$ cat src/rtl/arb_pkg.sv
// ============================================================================
// Module : arb_pkg
// Brief  : Shared sizes and state encoding for the 8-way round-robin arbiter.
// Rev    : 1.0
// ============================================================================
`default_nettype none

package arb_pkg;
    localparam int N_REQ  = 8;
    localparam int DATA_W = 8;
    localparam int SEL_W  = 3;

    typedef enum logic [0:0] {
        IDLE = 1'b0,
        BUSY = 1'b1
    } arb_state_t;
endpackage

`default_nettype wire

$ cat src/rtl/rr_pick8.sv
// ============================================================================
// Module : rr_pick8
// Brief  : Combinational circular priority picker, scan starts at ptr.
// Rev    : 1.0
// ============================================================================
`default_nettype none

module rr_pick8
    import arb_pkg::*;
(
    input  logic [N_REQ-1:0] req,
    input  logic [SEL_W-1:0] ptr,
    output logic             found,
    output logic [SEL_W-1:0] idx
);

    logic [SEL_W-1:0] w_cand;

    // Scanning from the far end down lets the candidate nearest ptr win last.
    always_comb begin
        found  = 1'b0;
        idx    = ptr;
        w_cand = ptr;
        for (int k = N_REQ - 1; k >= 0; k--) begin
            w_cand = ptr + SEL_W'(k);
            if (req[w_cand]) begin
                found = 1'b1;
                idx   = w_cand;
            end
        end
    end

endmodule

`default_nettype wire

$ cat src/rtl/mux8_rr_arbiter.sv
// ============================================================================
// Module : mux8_rr_arbiter
// Brief  : 8-requester round-robin arbiter with burst limit and 8:1 data mux.
// Rev    : 1.0
// ============================================================================
`default_nettype none

module mux8_rr_arbiter
    import arb_pkg::*;
#(
    parameter int MAX_BEATS = 4
) (
    input  logic                    clk,
    input  logic                    rst,
    input  logic [N_REQ-1:0]        req,
    input  logic [N_REQ*DATA_W-1:0] din,
    input  logic                    out_ready,
    output logic [N_REQ-1:0]        grant,
    output logic [SEL_W-1:0]        sel,
    output logic [DATA_W-1:0]       o,
    output logic                    out_valid,
    output logic                    busy
);

    localparam logic [3:0] c_LAST_BEAT = 4'(MAX_BEATS - 1);

    arb_state_t       r_state;
    logic [N_REQ-1:0] r_grant;
    logic [SEL_W-1:0] r_sel;
    logic [SEL_W-1:0] r_ptr;
    logic [3:0]       r_beat_cnt;

    logic             w_found;
    logic [SEL_W-1:0] w_idx;
    logic             w_owner_req;

    rr_pick8 u_pick (
        .req   (req),
        .ptr   (r_ptr),
        .found (w_found),
        .idx   (w_idx)
    );

    assign w_owner_req = req[r_sel];

    always_ff @(posedge clk) begin
        if (rst) begin
            r_state    <= IDLE;
            r_grant    <= '0;
            r_sel      <= '0;
            r_ptr      <= '0;
            r_beat_cnt <= '0;
        end else begin
            case (r_state)
                IDLE: begin
                    if (w_found) begin
                        r_state    <= BUSY;
                        r_grant    <= N_REQ'(1) << w_idx;
                        r_sel      <= w_idx;
                        r_beat_cnt <= '0;
                    end
                end
                BUSY: begin
                    // Withdrawal and burst completion both hand priority to the next index.
                    if (!w_owner_req) begin
                        r_state <= IDLE;
                        r_grant <= '0;
                        r_ptr   <= r_sel + SEL_W'(1);
                    end else if (out_ready) begin
                        if (r_beat_cnt == c_LAST_BEAT) begin
                            r_state <= IDLE;
                            r_grant <= '0;
                            r_ptr   <= r_sel + SEL_W'(1);
                        end else begin
                            r_beat_cnt <= r_beat_cnt + 4'd1;
                        end
                    end
                end
                default: begin
                    r_state <= IDLE;
                    r_grant <= '0;
                end
            endcase
        end
    end

    assign grant     = r_grant;
    assign sel       = r_sel;
    assign o         = din[{r_sel, 3'b000} +: DATA_W];
    assign busy      = (r_state == BUSY) && !rst;
    assign out_valid = busy && w_owner_req;

endmodule

`default_nettype wire

$ cat config.mk
export PLATFORM = sky130hd
export DESIGN_NAME = mux8_rr_arbiter
export DESIGN_NICKNAME = d
export VERILOG_FILES = /design/src/rtl/arb_pkg.sv /design/src/rtl/rr_pick8.sv /design/src/rtl/mux8_rr_arbiter.sv
export SDC_FILE = /design/constraint.sdc
export NUM_CORES = 1
export LEC_CHECK = 0
export ABC_AREA = 1
export BUFFER_PORTS_ARGS = -buffer_cell sky130_fd_sc_hd__buf_2
export CAP_MARGIN = 20
export CORE_MARGIN = 5
export CORE_UTILIZATION = 45
export CTS_CLUSTER_SIZE = 25
export DETAILED_ROUTE_END_ITERATION = 8
export PLACE_DENSITY = 0.77
export SETUP_SLACK_MARGIN = 0.02
export SLEW_MARGIN = 10
export SYNTH_ARGS = -nofsm -noshare
export SYNTH_HDL_FRONTEND = slang
export SYNTH_SLANG_ARGS = --single-unit
$ cat constraint.sdc
create_clock -name clk -period 4.1 [get_ports clk]
set_input_delay 0.82 -clock clk [delete_from_list [all_inputs] [get_ports clk]]
set_output_delay 0.82 -clock clk [all_outputs]
set_load 0.02 [all_outputs]
==> flow_summary_export.csv <==
group,metric,value,unit
setup_path,critPathRequiredTime,3.28,ns
route,vias_per_cell,5.33,
flow_run,drv_cap,0,
logic_synthesis,yosysMostFrequentCell,"nor2_1",
sta,tightest_slew,0.708,ns
logic_synthesis,synth_edf_count,0,
route,wire_per_inst,13.1,um
power,cellLeakagePower,1.35,nW
placed_design,place_area,2540,um2
setup_path,arrival,2.24,ns
route,num_vias,2693,
sta,tns,0,ns
global_routing,grt_antenna_before_repair,0,
run_status,status,"finished clean",
clock_network,cts_max_path_buffers,2,
global_routing,grt_max_degree,40,
floorplan,io_pins,96,
sta,period_needed,3.06,ns
layout,syn_to_final_growth,24.1,%
logic_synthesis,ys_async_sr_fraction,0,%
logic_synthesis,synthTopCellsByArea,"dfxtp_1, nor2_1, nand2_1",
sta,rsz0062_at_grt,"no",
clock_network,clkLatencyLatePin,0.26,ns
sta,setup_viol,0,
layout,diodes,0,
worst_hold_path,whs_path_depth,2,
clock_network,path_clk_slew,0.07,ns
logic_synthesis,syn_inst,371,
route,drt_wl_total,6.63,mm
sta,fmax,326,MHz
floorplan,die_area,6100,um2
floorplan,start_util,47.3,%
power,p_per_area,749,nW/um2
setup_path,crit_path_cell_trace,"inv_1 > o21ai_0 > o221ai_1 > nand2_1 > nor3_1 > buf_2",
setup_path,end_kind,"output pin",
logic_synthesis,yosysWarnings,0,
floorplan,fp.coreArea,4410,um2
sta,hold_viol,0,
clock_network,cts_inserted_buffers,3,
sta,slew_violations,0,
clock_network,cts-root-buf,"clkbuf_8",
placed_design,place.gp.congestion,0.993,
sta,fin_crit_sh,74.7,%
worst_hold_path,hp-class,"reg -> reg",
logic_synthesis,syn_area_per_cell,5.62,um2
global_routing,grt_first_pass_wirelength,11.0,mm
sta,skew,0.00321,ns
clock_network,cts_tree,"yes",
global_routing,grt_overflow,0,
logic_synthesis,synthesis.nets,450,
logic_synthesis,ys_seq_area_share,18.2,%
layout,drive_above_1_share,29.1,%
placed_design,hpwl,5.35,mm
logic_synthesis,synthDistinctLibCells,36,
placed_design,io_buffers,95,
logic_synthesis,synth_top_area_share,18.2,%
layout,fin_area,2590,um2
floorplan,core.rowCount,24,
setup_path,cp_max_fo,22,
global_routing,grt_use_total,21.2,%
setup_path,crit_slowest_cell,"dfxtp_1",
clock_network,clock-sinks,19,
global_routing,grt_pass1_vias,2571,
clock_network,cts_resized,0,
logic_synthesis,ys.flop_type,"dfxtp_1",
layout,finish.net_count,533,
route,dr.pass1.iters,4,
logic_synthesis,yosysTopAreaCell,"dfxtp_1",
route,drtAntennaViolNets,0,
setup_path,max_stage_delay,0.78,ns
clock_network,post_cts_buffers,0,
setup_path,critPathKind,"reg -> out",
floorplan,fp.dieH,78.1,um
logic_synthesis,ys_ff_latch,19,
power,vdd_ir_drop_max,0.400,mV
layout,utilization,58.6,%
route,drc,0,
setup_path,critPathLaunchType,"flop",
clock_network,cts_max_level,1,
logic_synthesis,synth_area,2090,um2
route,drtIter0Drc,118,
sta,slew_headroom,52.8,%
floorplan,die_x,78.1,um
clock_network,cts_hold_buf,0,
logic_synthesis,yosys-top-cells-count,"nor2_1, nand2_1, nand3_1",
setup_path,rr_worst_depth,18,
-- cell usage in the layout, fill, tap and decap left out, types with 2 or more instances in the layout --
cell type,instances
o21ai_0,40
nand2_1,66
nand2_4,2
nand2_2,12
o22ai_1,8
o21ai_1,4
a31oi_1,8
nor2_2,2
ha_1,4
inv_2,6
inv_4,2
nand3_1,41
buf_2,95
inv_1,24
a21oi_1,20
dfxtp_1,19
o221ai_1,2
clkbuf_8,3
nor2_1,75
xor2_1,3
nor2_4,3
-- registers in the layout, indices dropped and copies added, names as in the netlist --
register and cells:
r_state 1, r_ptr 3, r_beat_cnt 4, sel 3
grant 8
-- power by group --
| part | switching (mW) | total (mW) | internal, mW |
|---|---|---|---|
| combinational | 1.01 | 1.50 | 0.491 |
| clock | 0.0672 | 0.135 | 0.0678 |
| sequential | 0.0722 | 0.306 | 0.233 |
-- cell families after synthesis --
group | count (synthesis) | synth area share, %
and+or+nand+nor | 207 | 44.6
AOI/OAI and AO/OA | 86 | 22.6
buffers and inverters | 51 | 10.6
DFF | 19 | 18.2
xor gates and xnor gates | 4 | 1.68
adders and majority gates | 4 | 2.40
-- worst max-delay path, delay by kind of cell (launching register included) --
family | cells | cell delay, ns
flops | 1 | 0.78
compound gates | 2 | 0.31
buf+inv | 2 | 0.64
simple gates | 2 | 0.25
-- layer usage --
layer	GRT usage [%]	wire length, um	up-vias
li1	-	-	1391
met2	38.5	3360	97
met4	9.97	214	0
met5	0	0	-
met3	4.00	407	18
met1	23.4	2640	1187
-- metrics by stage --
stage          setup slack, ns  total power [mW]  std cells  hold WS (ns)
2_1_floorplan             1.60              1.46        371         0.450
3_3_place_gp              1.36              1.79        501         0.452
3_5_place_dp              1.36              1.80        501         0.454
4_1_cts                   1.05              1.94        505         0.466
5_1_grt                  0.782              2.15        505         0.498
6_report                  1.04              1.94        505         0.463
-- path summary, 6_finish.rpt --
path	startpoint	to	slack [ns]
max	sel[1]	out_valid	1.04
min reg2reg	grant[1]	grant[1]	0.46
max reg2reg	r_ptr[1]	grant[3]	1.35
min	grant[1]	grant[1]	0.46
-- layout make-up --
type | count | area, um2
clock buffers | 3 | 41.3
flip-flops and latches | 19 | 380
well taps | 52 | 65.1
clock inverters | 1 | 5.00
inverters | 33 | 129
repair buffers | 96 | 483
fillers | 451 | 1830
multi-input cells | 301 | 1490
Note: power is estimated with default switching activity, not from simulation.
